--- src/rtl/gfx_pkg.sv ---
// Shared types and helpers for the span rasterizer.
//   span_state_e  : control FSM states
//   lane_mask_bit : one bit of a beat's lane mask (pixel x+lane lies left of xe)
package gfx_pkg;

    // Width used for all signed coordinate comparisons (covers POINT_WIDTH up to 32
    // plus lane offset headroom).
    localparam int unsigned CMP_W = 34;

    typedef enum logic [1:0] {
        ST_IDLE  = 2'd0,
        ST_SETUP = 2'd1,
        ST_EMIT  = 2'd2,
        ST_DONE  = 2'd3
    } span_state_e;

    // Lane valid when x + lane < xe, evaluated signed.
    function automatic logic lane_mask_bit(input logic signed [CMP_W-1:0] x,
                                           input logic signed [CMP_W-1:0] xe,
                                           input int                      lane);
        return (x + CMP_W'(lane)) < xe;
    endfunction

endpackage

--- src/rtl/gfx_clip_setup.sv ---
// Clip/setup stage: on load_i registers the clipped span bounds and texture start.
//   load_i                   : command accept strobe
//   p0_*/p1_*                : signed destination rectangle (p1 exclusive)
//   clip_en_i, clip_*        : unsigned clip rectangle (x1/y1 exclusive)
//   src_x_i/src_y_i          : texture coordinate matching p0
//   xs_o/ys_o, xe_o/ye_o     : clipped start (inclusive) / end (exclusive, signed)
//   u0_o/v0_o                : texture coordinate at (xs, ys)
//   empty_o                  : clipped rectangle has no pixels
module gfx_clip_setup
    import gfx_pkg::*;
#(
    parameter int unsigned POINT_WIDTH = 16
) (
    input  logic                          clk_i,
    input  logic                          rst_ni,
    input  logic                          load_i,
    input  logic signed [POINT_WIDTH-1:0] p0_x_i,
    input  logic signed [POINT_WIDTH-1:0] p0_y_i,
    input  logic signed [POINT_WIDTH-1:0] p1_x_i,
    input  logic signed [POINT_WIDTH-1:0] p1_y_i,
    input  logic                          clip_en_i,
    input  logic        [POINT_WIDTH-1:0] clip_x0_i,
    input  logic        [POINT_WIDTH-1:0] clip_y0_i,
    input  logic        [POINT_WIDTH-1:0] clip_x1_i,
    input  logic        [POINT_WIDTH-1:0] clip_y1_i,
    input  logic        [POINT_WIDTH-1:0] src_x_i,
    input  logic        [POINT_WIDTH-1:0] src_y_i,
    output logic        [POINT_WIDTH-1:0] xs_o,
    output logic        [POINT_WIDTH-1:0] ys_o,
    output logic signed [POINT_WIDTH:0]   xe_o,
    output logic signed [POINT_WIDTH:0]   ye_o,
    output logic        [POINT_WIDTH-1:0] u0_o,
    output logic        [POINT_WIDTH-1:0] v0_o,
    output logic                          empty_o
);

    localparam int unsigned EW = POINT_WIDTH + 1;
    // Default far clip edge when clipping is off: largest positive coordinate.
    localparam logic signed [EW-1:0] CLIP_MAX = EW'((64'd1 << (POINT_WIDTH - 1)) - 64'd1);

    logic signed [EW-1:0] p0x_e, p0y_e, p1x_e, p1y_e;
    logic signed [EW-1:0] cx0_e, cy0_e, cx1_e, cy1_e;
    logic signed [EW-1:0] xs_c, xe_c, ys_c, ye_c;
    logic [POINT_WIDTH-1:0] u0_c, v0_c;

    // Intersect with the clip rectangle; destination sign-extended, clip zero-extended.
    always_comb begin
        p0x_e = EW'(p0_x_i);
        p0y_e = EW'(p0_y_i);
        p1x_e = EW'(p1_x_i);
        p1y_e = EW'(p1_y_i);
        cx0_e = clip_en_i ? EW'(clip_x0_i) : '0;
        cy0_e = clip_en_i ? EW'(clip_y0_i) : '0;
        cx1_e = clip_en_i ? EW'(clip_x1_i) : CLIP_MAX;
        cy1_e = clip_en_i ? EW'(clip_y1_i) : CLIP_MAX;
        xs_c  = (p0x_e > cx0_e) ? p0x_e : cx0_e;
        ys_c  = (p0y_e > cy0_e) ? p0y_e : cy0_e;
        xe_c  = (p1x_e < cx1_e) ? p1x_e : cx1_e;
        ye_c  = (p1y_e < cy1_e) ? p1y_e : cy1_e;
        u0_c  = src_x_i + (POINT_WIDTH'(xs_c) - POINT_WIDTH'(p0_x_i));
        v0_c  = src_y_i + (POINT_WIDTH'(ys_c) - POINT_WIDTH'(p0_y_i));
    end

    // Results held for the whole command.
    always_ff @(posedge clk_i or negedge rst_ni) begin
        if (!rst_ni) begin
            xs_o    <= '0;
            ys_o    <= '0;
            xe_o    <= '0;
            ye_o    <= '0;
            u0_o    <= '0;
            v0_o    <= '0;
            empty_o <= 1'b1;
        end else if (load_i) begin
            xs_o    <= POINT_WIDTH'(xs_c);
            ys_o    <= POINT_WIDTH'(ys_c);
            xe_o    <= xe_c;
            ye_o    <= ye_c;
            u0_o    <= u0_c;
            v0_o    <= v0_c;
            empty_o <= (xs_c >= xe_c) || (ys_c >= ye_c);
        end
    end

endmodule

--- src/rtl/gfx_span_rasterizer.sv ---
// Rectangle span rasterizer: walks a clipped rectangle row by row, emitting
// LANES pixels per beat with texture coordinates.
//   cmd_valid_i/cmd_ready_o : rectangle command handshake (accepted only in IDLE)
//   p0/p1, clip, src        : command fields, latched on accept
//   abort_i                 : cancels the command in SETUP/EMIT
//   pix_valid_o/pix_ready_i : beat handshake; x_o/y_o/u_o/v_o are lane 0, mask_o per lane
//   done_o                  : one-cycle completion/abort pulse
//   busy_o                  : not IDLE
module gfx_span_rasterizer
    import gfx_pkg::*;
#(
    parameter int unsigned POINT_WIDTH = 16,
    parameter int unsigned LANES       = 4,
    parameter int unsigned TEX_EN      = 1
) (
    input  logic                          clk_i,
    input  logic                          rst_ni,
    input  logic                          cmd_valid_i,
    output logic                          cmd_ready_o,
    input  logic signed [POINT_WIDTH-1:0] p0_x_i,
    input  logic signed [POINT_WIDTH-1:0] p0_y_i,
    input  logic signed [POINT_WIDTH-1:0] p1_x_i,
    input  logic signed [POINT_WIDTH-1:0] p1_y_i,
    input  logic                          clip_en_i,
    input  logic        [POINT_WIDTH-1:0] clip_x0_i,
    input  logic        [POINT_WIDTH-1:0] clip_y0_i,
    input  logic        [POINT_WIDTH-1:0] clip_x1_i,
    input  logic        [POINT_WIDTH-1:0] clip_y1_i,
    input  logic        [POINT_WIDTH-1:0] src_x_i,
    input  logic        [POINT_WIDTH-1:0] src_y_i,
    input  logic                          abort_i,
    output logic                          pix_valid_o,
    input  logic                          pix_ready_i,
    output logic        [POINT_WIDTH-1:0] x_o,
    output logic        [POINT_WIDTH-1:0] y_o,
    output logic        [POINT_WIDTH-1:0] u_o,
    output logic        [POINT_WIDTH-1:0] v_o,
    output logic        [LANES-1:0]       mask_o,
    output logic                          done_o,
    output logic                          busy_o
);

    localparam logic signed [CMP_W-1:0] LANES_S = CMP_W'(LANES);
    localparam logic signed [CMP_W-1:0] ONE_S   = CMP_W'(1);

    span_state_e state_q, state_d;
    logic        accept;
    logic [POINT_WIDTH-1:0] xs_s, ys_s, u0_s, v0_s;
    logic signed [POINT_WIDTH:0] xe_s, ye_s;
    logic        empty_s;

    logic [POINT_WIDTH-1:0] x_d, y_d, u_d, v_d;
    logic [LANES-1:0]       mask_d;
    logic signed [CMP_W-1:0] x_ext, y_ext, xd_ext, xe_ext, ye_ext;
    logic        col_last, row_last;

    assign accept = (state_q == ST_IDLE) && cmd_ready_o && cmd_valid_i;

    gfx_clip_setup #(.POINT_WIDTH(POINT_WIDTH)) u_setup (
        .clk_i     (clk_i),
        .rst_ni    (rst_ni),
        .load_i    (accept),
        .p0_x_i    (p0_x_i),
        .p0_y_i    (p0_y_i),
        .p1_x_i    (p1_x_i),
        .p1_y_i    (p1_y_i),
        .clip_en_i (clip_en_i),
        .clip_x0_i (clip_x0_i),
        .clip_y0_i (clip_y0_i),
        .clip_x1_i (clip_x1_i),
        .clip_y1_i (clip_y1_i),
        .src_x_i   (src_x_i),
        .src_y_i   (src_y_i),
        .xs_o      (xs_s),
        .ys_o      (ys_s),
        .xe_o      (xe_s),
        .ye_o      (ye_s),
        .u0_o      (u0_s),
        .v0_o      (v0_s),
        .empty_o   (empty_s)
    );

    // Coordinates in EMIT are never negative (clip origin >= 0), so zero-extend x/y.
    always_comb begin
        x_ext    = CMP_W'(x_o);
        y_ext    = CMP_W'(y_o);
        xe_ext   = CMP_W'(xe_s);
        ye_ext   = CMP_W'(ye_s);
        col_last = (x_ext + LANES_S) >= xe_ext;
        row_last = (y_ext + ONE_S) >= ye_ext;
    end

    // Next state and next registered outputs; holding is the default so a stalled beat stays put.
    always_comb begin
        state_d = state_q;
        x_d     = x_o;
        y_d     = y_o;
        u_d     = u_o;
        v_d     = v_o;
        mask_d  = '0;
        xd_ext  = '0;
        case (state_q)
            ST_IDLE: begin
                if (accept) state_d = ST_SETUP;
            end
            ST_SETUP: begin
                if (abort_i || empty_s) begin
                    state_d = ST_DONE;
                end else begin
                    state_d = ST_EMIT;
                    x_d     = xs_s;
                    y_d     = ys_s;
                    u_d     = u0_s;
                    v_d     = v0_s;
                end
            end
            ST_EMIT: begin
                if (abort_i) begin
                    state_d = ST_DONE;
                end else if (pix_ready_i) begin
                    if (!col_last) begin
                        x_d = x_o + POINT_WIDTH'(LANES);
                        u_d = u_o + POINT_WIDTH'(LANES);
                    end else begin
                        x_d = xs_s;
                        u_d = u0_s;
                        y_d = y_o + POINT_WIDTH'(1);
                        v_d = v_o + POINT_WIDTH'(1);
                        if (row_last) state_d = ST_DONE;
                    end
                end
            end
            ST_DONE: begin
                state_d = ST_IDLE;
            end
            default: begin
                state_d = ST_IDLE;
            end
        endcase
        if (TEX_EN == 0) begin
            u_d = '0;
            v_d = '0;
        end
        if (state_d == ST_EMIT) begin
            xd_ext = CMP_W'(x_d);
            for (int i = 0; i < int'(LANES); i++) begin
                mask_d[i] = lane_mask_bit(xd_ext, xe_ext, i);
            end
        end
    end

    // State register with all outputs registered from the next state.
    always_ff @(posedge clk_i or negedge rst_ni) begin
        if (!rst_ni) begin
            state_q     <= ST_IDLE;
            cmd_ready_o <= 1'b0;
            pix_valid_o <= 1'b0;
            done_o      <= 1'b0;
            busy_o      <= 1'b0;
            mask_o      <= '0;
            x_o         <= '0;
            y_o         <= '0;
            u_o         <= '0;
            v_o         <= '0;
        end else begin
            state_q     <= state_d;
            cmd_ready_o <= (state_d == ST_IDLE);
            pix_valid_o <= (state_d == ST_EMIT);
            done_o      <= (state_d == ST_DONE);
            busy_o      <= (state_d != ST_IDLE);
            mask_o      <= mask_d;
            x_o         <= x_d;
            y_o         <= y_d;
            u_o         <= u_d;
            v_o         <= v_d;
        end
    end

endmodule

--- config.mk ---
export PLATFORM = sky130hd
export DESIGN_NAME = gfx_span_rasterizer
export DESIGN_NICKNAME = d
export VERILOG_FILES = /design/src/rtl/gfx_pkg.sv /design/src/rtl/gfx_clip_setup.sv /design/src/rtl/gfx_span_rasterizer.sv
export SDC_FILE = /design/constraint.sdc
export NUM_CORES = 1
export LEC_CHECK = 0
export BUFFER_PORTS_ARGS = -buffer_cell sky130_fd_sc_hd__buf_4
export CELL_PAD_IN_SITES_DETAIL_PLACEMENT = 1
export CELL_PAD_IN_SITES_GLOBAL_PLACEMENT = 1
export CORE_UTILIZATION = 48
export CTS_CLUSTER_DIAMETER = 40
export DETAILED_ROUTE_END_ITERATION = 10
export GPL_ROUTABILITY_DRIVEN = 1
export HOLD_SLACK_MARGIN = 0.03
export PLACE_DENSITY = 0.95
export SYNTH_ARGS = -nofsm -noshare
export SYNTH_HDL_FRONTEND = slang
export SYNTH_SLANG_ARGS = --single-unit
--- constraint.sdc ---
create_clock -name clk_i -period 10.4 [get_ports clk_i]
set_input_delay 1.04 -clock clk_i [delete_from_list [all_inputs] [get_ports clk_i]]
set_output_delay 1.04 -clock clk_i [all_outputs]
set_load 0.02 [all_outputs]
==> results.txt <==
Sequential elements use 26.4% of the synthesized area. The longest clock path from root to sink contains 2 buffers. The remaining routing DRC violations is 0. CTS built an H-tree with a depth of 4. The switching fraction of total power came out at 48.5%. The static power due to leakage came out at 9.91 nW.

The cell area reported after detailed placement came out at 18,600 um^2. The total clock buffers created by CTS came out at 17. The count of unique library cells instantiated by Yosys came out at 94.

Summing the areas of all and, or, nand and nor instances in the mapped netlist gives 19.5% of the synthesized area. Each instance of the synthesized netlist takes up on average 8.14 um^2. The ratio of cells with drive above 1 in the final layout is 14.5%. The via count of the first global-routing pass is 17,700.

The time the final worst path needs with I/O delays and setup came out at 6.99 ns. The remaining antenna violation count is 0. The number of failing setup endpoints in the final timing report is 0. The final worst-path cycle share is 67.2%.

The first-pass detailed-route iteration total is 7. The overall die width is 187 um. The total congestion overflow after global routing is 0.

Once layout is complete, the cells apart from fillers number 2,672. The hold buffer count at cts is 0. Measured against its own limit, the worst slew margin works out to 27.7%. Yosys printed 0 warnings. The number of placed I/O pins is 238. The final weighted congestion in routability-driven placement is 0.985. The worst endpoint data arrival time is 7.26 ns. The synthesis-stage register bit count is 173. The number of antenna violations at the first check in global routing is 0. The count of flip-flops with a built-in enable after synthesis is 0.

Before CTS, the worst setup slack after placement is 3.21 ns. The combinational family with the most area after synthesis is adder cells. In this run the clock root is driven by a clkbuf_16. The count of buffers from port buffering is 237. The fraction of registers with async set or reset after synthesis is 100%. The combinational power share is 55.7%.

For this block, the initial DRC count from the detailed router was 1,043. The number of rows in the core area is 67. STA classifies the critical path endpoint as a register. The run finished with clean final reports. The required time of the critical path came out at 10.67 ns. Of the total power, registers draw 29.3%. The clock skew is 0.0196 ns. The internal power component is 2.20 mW. The total count of hold-check failures in the final report came out at 0. The worst-case vdd ir drop is 0.000131 V. The total number of nets in the final design is 2,640. The max-capacitance violation count came out at 0. Entering global routing, the biggest net connects 105 pins. The initial core utilization is 48.9%. The setup slack of the critical path after layout came out at 3.41 ns. The post-synthesis cell area came out at 16,400 um^2. The wire length of the first global-routing pass is 93.4 mm.

The cell depth of the worst min-delay path came out at 2. The total routing resource utilization after global routing is 33.7%. The total clock sinks is 173. After Yosys synthesis, full adders, half adders and majority gates account for 21.4% of the synthesized area. With fillers left out, the area of the finished cells amounts to 19,200 um^2. The number of antenna diodes in the final layout is 0. In this run the standard cell core region covers 33,600 um^2. The half-perimeter wire length after detailed placement came out at 45.3 mm.

TritonCTS built the clock tree. The top fanout value on the critical path is 96. The min-delay analysis places its worst path in the category register to register.

The average wire per standard cell came out at 22.0 um. The die area is 35,000 um^2. The net switching power is 2.07 mW. The critical path launch point type is an input pin.

The number of placed cells counting well taps came out at 2,640. The post-CTS resize count is 0. The number of cells on the worst reg-to-reg path is 25. The post-synthesis compound-gate area fraction came out at 19.5%. The clock latency reported for the late side of the worst-skew pair is 0.46 ns. From synthesis to final layout, the design area changed by 16.6%. The worst hold path begins at u_setup.v0_o[4]. The fill cell total of the finished layout came out at 4,084. The transition time of the tightest slew-check pin is 1.08 ns. The worst setup path is of the input pin to register kind. Tracing the worst setup path back leads to its startpoint at clip_en_i. The via count is 16,200. The fraction of synthesized cell area in xor and xnor cells is 5.28%. The total length of routed wires is 58.8 mm. In this run the critical register-to-register path is launched from x_o[2]. The aggregate negative setup slack came out at 0 ns. Clock-pin slew was measured on the worst setup and hold paths at 0.07 ns. Dividing total power by cell area gives a power density of 223 nW/um^2.

The portion of total power attributed to the clock network is 15.0%. Setup repair after global routing left no endpoint under its margin. Multiplexer cells account for 1.25% of the synthesized area.

The post-CTS setup-driven buffer insertion count came out at 0. The ratio of routed vias to standard cells is 6.06. The synthesized instance count came out at 2,018. The floorplan step set the die height to 187 um. Timing would allow up to 143 MHz.

The count of final max-slew check failures is 0. The most frequently used flop master after synthesis is dfrtp_1.
## sequential cells by signal, indices dropped and copies added (netlist names), 4 cells and up
| signal | cells |
|---|---|
| x_o | 16 |
| mask_o | 4 |
| u_setup.xs_o | 16 |
| y_o | 16 |
| u_setup.u0_o | 16 |
| v_o | 16 |
| u_setup.ys_o | 16 |
| u_setup.v0_o | 16 |
| u_setup.ye_o | 17 |
| u_o | 16 |
| u_setup.xe_o | 17 |
## metrics by stage
| stage | total power, mW | hold WS (ns) | util, % |
|---|---|---|---|
| after floorplan | 2.67 | 0.439 | - |
| after global routing | 4.55 | 0.503 | 57.0 |
| after global placement | 3.36 | 0.458 | 55.3 |
| final | 4.27 | 0.483 | 57.0 |
| after detailed placement | 3.54 | 0.470 | 55.3 |
| after CTS | 4.23 | 0.489 | 57.0 |
## final timing paths
kind	endpoint	slack, ns
setup / recovery	u_setup.u0_o[13]	3.41
hold / removal	u_setup.v0_o[4]	0.48
setup reg to reg	mask_o[1]	3.65
hold reg to reg	u_setup.v0_o[4]	0.48
max in group asynchronous	y_o[4]	8.14
min in group asynchronous	u_setup.v0_o[13]	0.70
## synthesized netlist by cell type, types with 45 or more instances
| master | number | area (um^2) |
|---|---|---|
| nand3_1 | 50 | 250 |
| o21ai_0 | 204 | 1020 |
| nor2b_1 | 55 | 344 |
| nor2_1 | 108 | 405 |
| a21o_1 | 45 | 338 |
| a31oi_1 | 45 | 282 |
| a21oi_1 | 104 | 521 |
| ha_1 | 233 | 2920 |
| nand2_1 | 274 | 1030 |
| clkbuf_1 | 67 | 251 |
| xnor2_1 | 57 | 499 |
| dfrtp_1 | 172 | 4300 |
| inv_1 | 210 | 788 |
## metal layers
layer	vias up	part of all wire, %	global-route usage [%]
met5	-	0	0
met4	0	6.1	21.0
met3	215	6.5	6.79
met2	662	49	58.5
met1	7906	39	38.1
li1	7420	-	-
## final cells by class
type,instances,area (um^2),area share [%]
timing repair buffer,249,1870,9.78
multi-input combinational,1557,11000,57.6
clock inverter,8,83.8,0.438
sequential,173,4330,22.6
clock buffer,24,472,2.46
tap,448,561,2.93
inverter,213,800,4.17
## worst max-delay path, stage by stage
cell,delay [ns]
buf_4,0.68
nand2_1,0.22
ha_1,0.37
a21o_1,0.19
a21o_1,0.17
a21oi_1,0.15
nor4_1,0.06
o41a_1,0.32
o21ai_2,0.26
buf_4,0.35
nor2_1,0.07
a31oi_1,0.44
fa_1,0.52
inv_1,0.07
ha_1,0.27
a2111oi_0,0.83
or3_1,0.24
a31oi_1,0.18
a21o_1,0.23
a21oi_1,0.19
xor2_1,0.19
o21ai_0,0.13
## power groups by stage
stage	combinational, mW	clock (mW)	sequential, mW
after global routing	2.60	0.667	1.28
after floorplan	1.40	0	1.27
after detailed placement	2.30	0	1.25
after CTS	2.35	0.640	1.24
final	2.38	0.642	1.25
after global placement	2.14	0	1.22
## cell families (layout without fill, tap and decap cells)
logic type / count (synthesis) / count (layout)
adder cells (fa/ha/maj): 263 / 263
multiplexers: 20 / 20
other: 1 / 2
buffers and inverters: 289 / 494
XOR/XNOR: 99 / 99
flip-flops: 173 / 173
AND/OR/NAND/NOR: 653 / 653
AO/OA/AOI/OAI: 520 / 520
## placed cells by master, fill, tap and decap left out, types with 6 or more instances in the layout
master     count
a21o_1        45
a21oi_1      104
a221oi_1       6
a22oi_1       11
a31oi_1       45
and2_1         8
and3_1        17
buf_4        248
clkbuf_16     17
dfrtp_1      172
fa_1          30
ha_1         232
inv_1        210
mux2i_1       16
nand2_1      274
nand2b_1      11
nand3_1       49
nand4_1       28
nor2_1       108
nor2b_1       55
nor3_1        32
nor4_1        10
o2111ai_1     10
o211ai_1      13
o21a_1        12
o21ai_0      202
o22ai_1       16
or3_1          7
xnor2_1       57
xor2_1        42
Power figures use the tool's default switching activity.
